<file path="config.mk">
export PLATFORM = sky130hd
export DESIGN_NAME = wide_add_sequencer_flat
export DESIGN_NICKNAME = d
export VERILOG_FILES = /design/src/rtl/wide_add_sequencer_if.sv /design/src/rtl/wide_add_sequencer.sv /design/src/flat_wrapper.sv
export SDC_FILE = /design/constraint.sdc
export NUM_CORES = 1
export LEC_CHECK = 0
export CORE_MARGIN = 3
export CORE_UTILIZATION = 30
export DETAILED_ROUTE_END_ITERATION = 8
export PLACE_DENSITY_LB_ADDON = 0.12
export REMOVE_ABC_BUFFERS = 1
export SYNTH_ARGS = -nofsm -noshare
export SYNTH_HDL_FRONTEND = slang
export SYNTH_SLANG_ARGS = --single-unit
</file>
<file path="constraint.sdc">
create_clock -name clk -period 13.65 [get_ports clk]
set_clock_uncertainty 0.1 [all_clocks]
set_input_delay 3.4125 -clock clk [delete_from_list [all_inputs] [get_ports clk]]
set_output_delay 3.4125 -clock clk [all_outputs]
set_load 0.01 [all_outputs]
</file>
<file path="src/rtl/wide_add_sequencer_if.sv">
// Handshake and operand/result bus for wide_add_sequencer.
// The op signal exists only when SUB_EN is defined.
interface wide_add_sequencer_if #(
    parameter int NUM_CHUNKS = 4
);
    localparam int W = 16 * NUM_CHUNKS;

    logic         in_valid;
    logic         in_ready;
    logic [W-1:0] a;
    logic [W-1:0] b;
    logic         cin;
`ifdef SUB_EN
    logic         op;
`endif
    logic [W-1:0] sum;
    logic         cout;
    logic         out_valid;
    logic         out_ready;

`ifdef SUB_EN
    modport master (
        output in_valid, a, b, cin, op, out_ready,
        input  in_ready, sum, cout, out_valid
    );
    modport slave (
        input  in_valid, a, b, cin, op, out_ready,
        output in_ready, sum, cout, out_valid
    );
`else
    modport master (
        output in_valid, a, b, cin, out_ready,
        input  in_ready, sum, cout, out_valid
    );
    modport slave (
        input  in_valid, a, b, cin, out_ready,
        output in_ready, sum, cout, out_valid
    );
`endif
endinterface

</file>
<file path="src/rtl/wide_add_sequencer.sv">
// Multi-cycle wide adder: one 16-bit ripple-carry adder reused per chunk, LSB chunk first.
// Optional macro SUB_EN adds an op input selecting subtraction (a - b).

module ripple_carry_16_bit (
    input  logic [15:0] a,
    input  logic [15:0] b,
    input  logic        cin,
    output logic [15:0] sum,
    output logic        cout
);
    logic [16:0] c_s;

    // Bitwise full-adder chain.
    always_comb begin
        c_s    = 17'd0;
        sum    = 16'd0;
        c_s[0] = cin;
        for (int i = 0; i < 16; i++) begin
            sum[i]   = a[i] ^ b[i] ^ c_s[i];
            c_s[i+1] = (a[i] & b[i]) | (c_s[i] & (a[i] ^ b[i]));
        end
        cout = c_s[16];
    end
endmodule

module wide_add_sequencer #(
    parameter int NUM_CHUNKS = 4
) (
    input  logic                  clk,
    input  logic                  rst,
    wide_add_sequencer_if.slave   bus
);
    localparam int       W    = 16 * NUM_CHUNKS;
    localparam logic [3:0] LAST = 4'(NUM_CHUNKS - 1);

    typedef enum logic [1:0] {
        IDLE = 2'd0,
        CALC = 2'd1,
        DONE = 2'd2
    } state_t;

    state_t       state_q, state_d;
    logic [3:0]   k_q, k_d;
    logic         carry_q, carry_d;
    logic [W-1:0] a_q, a_d;
    logic [W-1:0] b_q, b_d;
    logic [W-1:0] sum_q, sum_d;
    logic         cout_q, cout_d;
    logic         in_ready_q, in_ready_d;
    logic         out_valid_q, out_valid_d;

    logic [7:0]   shift_s;
    logic [W-1:0] a_shift_s;
    logic [W-1:0] b_shift_s;
    logic [W-1:0] chunk_mask_s;
    logic [W-1:0] chunk_sum_s;
    logic [15:0]  add_sum_s;
    logic         add_cout_s;

    // Select the current chunk of the registered operands.
    always_comb begin
        shift_s      = {k_q, 4'b0000};
        a_shift_s    = a_q >> shift_s;
        b_shift_s    = b_q >> shift_s;
        chunk_mask_s = {{(W-16){1'b0}}, 16'hFFFF} << shift_s;
        chunk_sum_s  = {{(W-16){1'b0}}, add_sum_s} << shift_s;
    end

    ripple_carry_16_bit u_adder (
        .a    (a_shift_s[15:0]),
        .b    (b_shift_s[15:0]),
        .cin  (carry_q),
        .sum  (add_sum_s),
        .cout (add_cout_s)
    );

    // Next-state and datapath update for the sequencer.
    always_comb begin
        state_d     = state_q;
        k_d         = k_q;
        carry_d     = carry_q;
        a_d         = a_q;
        b_d         = b_q;
        sum_d       = sum_q;
        cout_d      = cout_q;
        in_ready_d  = in_ready_q;
        out_valid_d = out_valid_q;
        case (state_q)
            IDLE: begin
                if (bus.in_valid) begin
                    a_d        = bus.a;
                    k_d        = 4'd0;
                    state_d    = CALC;
                    in_ready_d = 1'b0;
`ifdef SUB_EN
                    // Two's-complement subtract: invert B and force carry-in.
                    if (bus.op) begin
                        b_d     = ~bus.b;
                        carry_d = 1'b1;
                    end else begin
                        b_d     = bus.b;
                        carry_d = bus.cin;
                    end
`else
                    b_d     = bus.b;
                    carry_d = bus.cin;
`endif
                end else begin
                    state_d = IDLE;
                end
            end
            CALC: begin
                sum_d   = (sum_q & ~chunk_mask_s) | chunk_sum_s;
                carry_d = add_cout_s;
                k_d     = k_q + 4'd1;
                if (k_q == LAST) begin
                    cout_d      = add_cout_s;
                    state_d     = DONE;
                    out_valid_d = 1'b1;
                end else begin
                    state_d = CALC;
                end
            end
            DONE: begin
                if (bus.out_ready) begin
                    state_d     = IDLE;
                    out_valid_d = 1'b0;
                    in_ready_d  = 1'b1;
                end else begin
                    state_d = DONE;
                end
            end
            default: begin
                state_d     = IDLE;
                in_ready_d  = 1'b1;
                out_valid_d = 1'b0;
            end
        endcase
    end

    // State and result registers; reset discards any operation in flight.
    always_ff @(posedge clk or posedge rst) begin
        if (rst) begin
            state_q     <= IDLE;
            k_q         <= 4'd0;
            carry_q     <= 1'b0;
            a_q         <= '0;
            b_q         <= '0;
            sum_q       <= '0;
            cout_q      <= 1'b0;
            in_ready_q  <= 1'b1;
            out_valid_q <= 1'b0;
        end else begin
            state_q     <= state_d;
            k_q         <= k_d;
            carry_q     <= carry_d;
            a_q         <= a_d;
            b_q         <= b_d;
            sum_q       <= sum_d;
            cout_q      <= cout_d;
            in_ready_q  <= in_ready_d;
            out_valid_q <= out_valid_d;
        end
    end

    assign bus.in_ready  = in_ready_q;
    assign bus.out_valid = out_valid_q;
    assign bus.sum       = sum_q;
    assign bus.cout      = cout_q;
endmodule

</file>
<file path="src/flat_wrapper.sv">
// flat-port wrapper written by rule: the top's interface ports become plain ports
module wide_add_sequencer_flat 
#(
    parameter int NUM_CHUNKS = 4
)
  (clk, rst, bus_in_valid, bus_a, bus_b, bus_cin, bus_out_ready, bus_in_ready, bus_sum, bus_cout, bus_out_valid);
  wide_add_sequencer_if #(.NUM_CHUNKS(NUM_CHUNKS)) bus_i ();
  input  logic clk;
  input  logic rst;
  input wire logic [$bits(bus_i.in_valid)-1:0] bus_in_valid;
  input wire logic [$bits(bus_i.a)-1:0] bus_a;
  input wire logic [$bits(bus_i.b)-1:0] bus_b;
  input wire logic [$bits(bus_i.cin)-1:0] bus_cin;
  input wire logic [$bits(bus_i.out_ready)-1:0] bus_out_ready;
  output wire logic [$bits(bus_i.in_ready)-1:0] bus_in_ready;
  output wire logic [$bits(bus_i.sum)-1:0] bus_sum;
  output wire logic [$bits(bus_i.cout)-1:0] bus_cout;
  output wire logic [$bits(bus_i.out_valid)-1:0] bus_out_valid;
  assign bus_i.in_valid = bus_in_valid;
  assign bus_i.a = bus_a;
  assign bus_i.b = bus_b;
  assign bus_i.cin = bus_cin;
  assign bus_i.out_ready = bus_out_ready;
  assign bus_in_ready = bus_i.in_ready;
  assign bus_sum = bus_i.sum;
  assign bus_cout = bus_i.cout;
  assign bus_out_valid = bus_i.out_valid;
  wide_add_sequencer #(.NUM_CHUNKS(NUM_CHUNKS)) u_core (.clk(clk), .rst(rst), .bus(bus_i));
endmodule
</file>
# --- After elaboration in Yosys (flattened, before gate mapping) ---
# Cells that the tools add are included.
# Widths: inputs -> output; s select.
totals:
  in_bits: 133
  ff_bits: 202
  output_inout_bits: 67
  elab_cells: 126
op_classes:
  shift: 4
  reduce_logical: 7
  n_eq_ne: 6
  n_mux: 14
  bitwise_logic: 85
  n_addsub: 1
op_table:
  columns: ["operator", "count"]
  rows:
  - ["$shr 64x8->16", 2]
  - ["$and 64x64->64", 1]
  - ["$not 64->64", 1]
  - ["$or 64x64->64", 1]
  - ["$shl 16x8->64", 1]
  - ["$shl 16x8->64 const A", 1]
  - ["$and 1x1->1", 32]
  - ["$xor 1x1->1", 32]
  - ["$or 1x1->1", 16]
  - ["$pmux 4 s2", 1]
  - ["$mux 1", 6]
  - ["$pmux 1 s3", 2]
  - ["$pmux 2 s3", 1]
  - ["$reduce_and 2->1", 3]
  - ["$reduce_and 3->1", 2]
  - ["$add 4x1->4 const B", 1]
  - ["$eq 4x2->1 const B", 1]
  - ["$mux 2", 2]
  - ["$mux 4", 1]
  - ["$ne 2x2->1 const B", 2]
  - ["$eq 2x1->1 const B", 1]
  - ["$eq 2x2->1 const B", 1]
  - ["$logic_not 2->1", 1]
  - ["$ne 2x1->1 const B", 1]
  - ["other kinds (3)", 4]

# --- Longest topological paths before layout ---
# Gate-level depths: netlist of the first run.
logic_depth:
  ltp_word: 35
  mapped_depth: 23
  depth_no_buf: 21

# --- By module ---
# From an unflattened synthesis of the first run, not the netlist that was laid out.
unflattened:
  cells_unflattened: 556
  area_unflattened_um2: 9027.4
by_module_without_submodules:
  columns: ["mod", "seq_area_each_um2", "cells_each", "area_per_inst_um2", "instances"]
  rows:
  - ["wide_add_sequencer", 5056.1, 530, 8669.6, 1]
  - ["ripple_carry_16_bit", 0.0, 26, 357.8, 1]

# --- Worst setup path after synthesis of the first run ---
# No wires, ideal clock.
synth_path:
  path_kind: "reg2reg"
  start: "register u_core.k_q[0]"
  end: "register u_core.sum_q[47], in the netlist u_core.bus.sum[47]"
  setup_ns: 0.125
  path_stages_with_launch: 24
  arrival_time_ns: 8.249
  path_slack_ns: 5.177
  cell_sequence: "dfrtp_1 clkbuf_1 buf_2 mux4_2 and2_1 fa_1 fa_1 fa_1 inv_1 fa_1 fa_1 fa_1 fa_1 fa_1 fa_1 fa_1 fa_1 fa_1 fa_1 fa_1 fa_1 inv_1 fa_1 mux2_2"
synth_between:
  elab_chain_cells: 35
synth_lines:
  columns: ["element", "line_no", "text"]
  rows:
  - ["start: declaration", "wide_add_sequencer.sv:43", "logic [3:0] k_q, k_d;"]
  - ["start signal: assignment", "wide_add_sequencer.sv:155", "k_q <= k_d;"]
  - ["$shr 64x8->16 (on tied branches)", "wide_add_sequencer.sv:63, wide_add_sequencer.sv:64", null]
  - ["$xor 1x1->1", "wide_add_sequencer.sv:20", "c_s[i+1] = (a[i] & b[i]) | (c_s[i] & (a[i] ^ b[i]));"]
  - ["$and 1x1->1", "wide_add_sequencer.sv:20", null]
  - ["$or 1x1->1", "wide_add_sequencer.sv:20", null]
  - ["$and 1x1->1", "wide_add_sequencer.sv:20", null]
  - ["$or 1x1->1", "wide_add_sequencer.sv:20", null]
  - ["$and 1x1->1", "wide_add_sequencer.sv:20", null]
  - ["$or 1x1->1", "wide_add_sequencer.sv:20", null]
  - ["(+19 left out)", null, null]
  - ["$or 1x1->1", "wide_add_sequencer.sv:20", null]
  - ["$and 1x1->1", "wide_add_sequencer.sv:20", null]
  - ["$or 1x1->1", "wide_add_sequencer.sv:20", null]
  - ["$and 1x1->1", "wide_add_sequencer.sv:20", null]
  - ["$or 1x1->1", "wide_add_sequencer.sv:20", null]
  - ["$xor 1x1->1", "wide_add_sequencer.sv:19", "sum[i] = a[i] ^ b[i] ^ c_s[i];"]
  - ["$shl 16x8->64", "wide_add_sequencer.sv:66", "chunk_sum_s = {{(W-16){1'b0}}, add_sum_s} << shift_s;"]
  - ["$or 64x64->64 *", "wide_add_sequencer.sv:113", "sum_d = (sum_q & ~chunk_mask_s) | chunk_sum_s;"]
  - ["end signal: assignment", "wide_add_sequencer.sv:159", "sum_q <= sum_d;"]
  - ["end: declaration", "wide_add_sequencer.sv:47", "logic [W-1:0] sum_q, sum_d;"]
# Mark *: on every way between the ends. The rest lies on a longest branch, timed or not.
# A chain may end at the register's enable or synchronous reset.

# --- Worst setup path after layout of the first run ---
layout_path:
  start: "register u_core.k_q[2]"
  end: "register u_core.sum_q[47], in the netlist u_core.bus.sum[47]"
# Same word-level chain as after synthesis.

==> flow_metrics.env, run 1 <==
export IMPL_dp_cells=1155
export IMPL_insertedDiodeCount=0
export IMPL_synth_compound_area_share_pct=3.05
export IMPL_dpl_hpwl_um=17100
export IMPL_multi_input_area_um2=3530
export IMPL_rows=62
export IMPL_fillerInstances=2681
export IMPL_die_y_um=178
export IMPL_synth_xor_area_share_pct=0.0988
export IMPL_post_cts_buffers=0
export IMPL_nets=947
export IMPL_post_cts_resized=0
export IMPL_grt_ovfl_total=0
export IMPL_ys_seq_area_share_pct=57.0
export IMPL_synth_top_family_by_area="multiplexers"
export IMPL_crit_fanout=34
export IMPL_worstSetupStartpointType="flip-flop"
export IMPL_status="finished, final reports clean"
export IMPL_finalSetupTns_ps=0
export IMPL_ant_nets=0
export IMPL_slew_viol_final=0
export IMPL_power_density_nw_per_um2=283
export IMPL_pre_cts_ws_ps=4940
export IMPL_fmax_mhz=116
export IMPL_ios=200
export IMPL_timing_hold_ws_ps=397
export IMPL_yosysWarnings=0
export IMPL_synth_fa_ha_area_share_pct=3.75
export IMPL_final_cell_mix="199 x clkdlybuf4s50_1, 199 x dfrtp_1, 145 x mux2_2"
export IMPL_cts_hold_buf=0
export IMPL_ir_drop_v=0.000147
export IMPL_area_growth_pct=36.2
export IMPL_cts_buffers=24
export IMPL_grt_pass1_wl_um=36600
export IMPL_routed_via_density=4.66
export IMPL_final_layout_size_suffix_gt1_share_pct=27.8
export IMPL_h_tree_depth=1
export IMPL_dieWidth_um=178
export IMPL_drv_cap=0
export IMPL_min_period_ps=8600
export IMPL_period_share_pct=63.0
export IMPL_end_kind="flip-flop"
export IMPL_synth_cell_types=34
export IMPL_cp_arrival_ps=8890
export IMPL_yosysTopAreaCellShare_pct=56.7
export IMPL_hold_violations=0
export IMPL_setup_viol=0
export IMPL_final_setup_worst_slack_ps=5050
export IMPL_firstDrtPassIters=6
export IMPL_drc=0
export IMPL_cp_required_ps=13940
export IMPL_clkTransAtPathRegs_ps=60
export IMPL_max_clock_path_buffers=3
export IMPL_start_util_pct=30.6
export IMPL_synth_area_top_cells="dfrtp_1 57%, mux2_2 18%, mux4_2 8.1%"
export IMPL_drt_wl_total_um=24100
export IMPL_finalWeightedCongestion=0.784
export IMPL_clockRootBuffer="clkbuf_16"
export IMPL_synth_cells=604
export IMPL_tightestPinTransition_ps=1060
export IMPL_synth_seq_cells=202
export IMPL_min_path_type="flip-flop to flip-flop"
export IMPL_insertion_delay_ps=510
export IMPL_num_vias=5578
export IMPL_synthMuxAreaShare_pct=29.4
export IMPL_netlist_area_um2=8860
export IMPL_routedWlPerCell_um=20.1
export IMPL_seqCellArea_um2=5060
export IMPL_synth_top_area_cell="dfrtp_1"
export IMPL_antenna_found_initial=0
export IMPL_p_leak_nw=5.14
export IMPL_postSynthAreaPerCell_um2=14.7
export IMPL_cts_tree="done"
export IMPL_critical_path_class="flip-flop to flip-flop"
export IMPL_cts_sinks=202
export IMPL_utilization_pct=41.7
export IMPL_grt_max_degree=136
export IMPL_drtIter0Drc=292
export IMPL_grt_use_total_pct=15.2
export IMPL_stdcell_count=1198
export IMPL_slew_headroom_pct=29.2
export IMPL_core_area_um2=28900
export IMPL_rsz0062_at_grt="no"
export IMPL_die_area_um2=31600
export IMPL_io_buffers=199
export IMPL_grt_pass1_vias=6256
export IMPL_synthSimpleGateAreaFrac_pct=3.43
-- final cells by class --
class / count / area share (%)
clock inverter: 6 / 1.10
inverter: 28 / 0.933
tap: 384 / 3.98
multi-input combinational: 335 / 29.2
clock buffer: 37 / 5.89
sequential: 202 / 41.9
timing repair buffer: 206 / 16.9
-- state kept, by name (all words and copies together) (netlist names) --
| name | flops |
|---|---|
| u_core.a_q | 64 |
| u_core.b_q | 64 |
| u_core.bus.cout | 1 |
| u_core.bus.in_ready | 1 |
| u_core.bus.out_valid | 1 |
| u_core.bus.sum | 64 |
| u_core.carry_q | 1 |
| u_core.k_q | 4 |
| u_core.state_q | 2 |
-- metal layers --
layer / GRT usage (%) / part of all wire [%]
met1: 19.3 / 42
met3: 3.62 / 5.9
met2: 26.1 / 50
met5: 0 / 0
met4: 3.80 / 2.3
-- stage by stage --
stage                     cell area [um2]  total power, mW
after global placement              11200             2.74
after global routing                12100             3.67
after detailed placement            11200             2.80
after floorplan                      8680             2.12
after CTS                           12100             3.49
final                               12100             3.42
-- worst paths after layout --
path	start	to	slack, ps	depth (start not counted)
setup / recovery	u_core.k_q[2]	u_core.bus.sum[47]	5050	21
hold / removal	u_core.b_q[53]	u_core.b_q[53]	400	1
setup reg to reg	u_core.k_q[2]	u_core.bus.sum[47]	5050	21
hold reg to reg	u_core.b_q[53]	u_core.b_q[53]	400	1
max in group asynchronous	rst	u_core.k_q[0]	8530	3
min in group asynchronous	rst	u_core.a_q[60]	3420	2
-- cells in the mapped netlist (all sizes together) --
cell and n:
nand3 3, inv 28, or3 1, dfstp 1
dfrtp 201, or2 3, nand4 1, and2 8
buf 17, nand2b 2, mux4 32, clkbuf 22
or3b 2, nor2 5, nor3 1, nand3b 1
and3 1, a21oi 2, mux2i 25, mux2 145
or4b 1, nand2 31, fa 16, xor2 1
o21ai 50, ha 1, or2b 1, nor2b 1
a221o 1
-- power by group --
group,total (mW),internal [mW],switching [mW]
clock,0.676,0.432,0.244
sequential,1.08,0.911,0.166
combinational,1.66,0.863,0.801
total,3.42,2.21,1.21
-- critical path: stages (launching register included) --
cell and delay (ps):
dfrtp_1 430, nor2_4 610, and2_1 250, fa_1 230
fa_1 240, fa_1 180, inv_1 60, fa_1 470
fa_1 470, fa_1 460, fa_1 460, fa_1 480
fa_1 460, fa_1 480, fa_1 460, fa_1 460
fa_1 460, fa_1 470, fa_1 430, inv_1 90
fa_1 430, mux2_2 290
-- cell families (layout without fill, tap and decap cells) --
group / count (synthesis) / after routing
XOR/XNOR: 1 / 1
buffers and inverters: 67 / 277
AND/OR/NAND/NOR: 62 / 62
adder cells (fa/ha/maj): 17 / 17
flip-flops: 202 / 202
multiplexers: 202 / 202
AO/OA/AOI/OAI: 53 / 53
Power figures use the tool's default switching activity.
==> inputs of run 2 (changes only) <==
Clock period 13.65 ns to 7.22 ns, I/O delays scaled along.
==> flow_metrics.env, run 2 (synthesis gave the netlist of run 1 again) <==
export IMPL_critPathMaxStageDelay_ps=500
export IMPL_insertedDiodeCount=0
export IMPL_num_vias=5640
export IMPL_cts_sinks=202
export IMPL_min_from="u_core.b_q[33]"
export IMPL_p_leak_nw=5.16
export IMPL_slew_headroom_pct=30.7
export IMPL_dpl_hpwl_um=17200
export IMPL_critical_path_class="flip-flop to flip-flop"
export IMPL_dieWidth_um=178
export IMPL_power_density_nw_per_um2=537
export IMPL_tightestPinTransition_ps=1040
export IMPL_worstSetupStartpointType="flip-flop"
export IMPL_insertion_delay_ps=510
export IMPL_cts_hold_buf=0
export IMPL_routed_via_density=4.68
export IMPL_grt_ovfl_total=0
export IMPL_h_tree_depth=1
export IMPL_grt_max_degree=150
export IMPL_cts_buffers=24
export IMPL_start_util_pct=30.6
export IMPL_drt_wl_total_um=24200
export IMPL_post_cts_buffers=0
export IMPL_crit_fanout=4
export IMPL_hold_violations=0
export IMPL_dp_cells=1164
export IMPL_crit_slowest_cell="dfrtp_4"
export IMPL_ir_drop_v=0.000218
export IMPL_grt_pass1_wl_um=37200
export IMPL_drtIter0Drc=238
export IMPL_die_area_um2=31600
export IMPL_max_clock_path_buffers=3
export IMPL_r2r_start="u_core.k_q[0]"
export IMPL_cp_cell_sequence="mux4_2, and2_4, fa_2, fa_2, fa_1, inv_1, fa_2, fa_2, fa_2, fa_2, fa_2, fa_2, fa_2, fa_2, fa_2, fa_2, fa_2, fa_2, inv_2, fa_2, mux2_4"
export IMPL_period_share_pct=98.2
export IMPL_firstDrtPassIters=4
export IMPL_final_layout_size_suffix_gt1_share_pct=31.1
export IMPL_rsz0062_at_grt="yes"
export IMPL_fmax_mhz=141
export IMPL_cp_arrival_ps=7380
export IMPL_grt_use_total_pct=15.3
export IMPL_drv_cap=0
export IMPL_min_period_ps=7090
export IMPL_clockRootBuffer="clkbuf_16"
export IMPL_startpoint="u_core.k_q[0]"
export IMPL_slew_viol_final=0
export IMPL_ant_nets=0
export IMPL_fillerInstances=2666
export IMPL_io_buffers=199
export IMPL_rows=62
export IMPL_min_path_type="flip-flop to flip-flop"
export IMPL_end_kind="flip-flop"
export IMPL_routedWlPerCell_um=20.0
export IMPL_antenna_found_initial=0
export IMPL_stdcell_count=1206
export IMPL_drc=0
export IMPL_nets=956
export IMPL_status="finished, final reports clean"
export IMPL_area_growth_pct=36.8
export IMPL_grt_pass1_vias=6330
export IMPL_die_y_um=178
export IMPL_cts_tree="done"
export IMPL_cpMostUsedCell="fa_2"
export IMPL_finalSetupTns_ps=0
export IMPL_cp_required_ps=7510
export IMPL_ios=200
export IMPL_final_cell_mix="199 x clkdlybuf4s50_1, 199 x dfrtp_1, 144 x mux2_2"
export IMPL_setup_viol=0
export IMPL_clkTransAtPathRegs_ps=60
export IMPL_core_area_um2=28900
export IMPL_finalWeightedCongestion=0.750
run 2: cell types whose count changed in the layout (fill, tap and decap cells not counted), sizes merged:
cell	delta
buf	+9
bufinv	-4
clkinv	+2
clkinvlp	+1
run 2: area by class of cell:
class | count | area [um2] | share of cell area [%]
flip-flops and latches | 202 | 5060 | 41.7
repair buffers | 215 | 2110 | 17.4
well taps | 384 | 480 | 3.96
clock inverters | 5 | 30.0 | 0.248
clock buffers | 37 | 761 | 6.27
inverters | 28 | 113 | 0.928
multi-input cells | 335 | 3570 | 29.5
run 2: worst max-delay path: cells and delay by family (launching register included):
kind                       cells  cell delay, ps
and+or+nand+nor                1             140
adders and majority gates     16            5470
DFF                            1             500
buffers and inverters          2             130
muxes                          2             620
run 2: worst paths after layout:
path                                 endpoint  slack [ps]  cells after the start
max in group asynchronous  u_core.bus.sum[56]        3820                      3
min in group asynchronous      u_core.a_q[44]        1860                      2
setup / recovery           u_core.bus.sum[47]         130                     21
hold reg to reg                u_core.b_q[33]         400                      1
hold / removal                 u_core.b_q[33]         400                      1
setup reg to reg           u_core.bus.sum[47]         130                     21
run 2: power by group:
part           internal, mW  total (mW)  switching [mW]
Combinational          1.75        3.30            1.55
Sequential             1.72        2.03           0.308
Clock                 0.720        1.18           0.461
run 2: repair_timing:
action | in CTS | in global routing
pin swaps | 12 | 9
hold endpoints to repair | 0 | 0
gates resized for setup | 13 | 5
endpoints found under the setup margin | 14 | 4
run 2: per-stage QoR:
stage          area (um2)  power, mW  utilization [%]  hold slack [ps]  worst slack (ps)
2_1_floorplan        8680       4.01                -              364             -1820
3_3_place_gp        11300       5.22             39.0              381             -1080
3_5_place_dp        11300       5.33             39.0              387             -1170
4_1_cts             12100       6.63             41.9              400              44.0
5_1_grt             12100       7.00             41.9              410             -71.3
6_report            12100       6.51             41.9              401               131
run 2: layer usage:
layer  vias up  routed length [um]  part of all wire, %  track usage, %
met1      2904               10100                   42            19.9
met5         -                   0                    0               0
met4         0                 565                  2.3            3.50
met2       168               12000                   50            26.1
li1       2529                   -                    -               -
met3        39                1470                  6.1            3.34
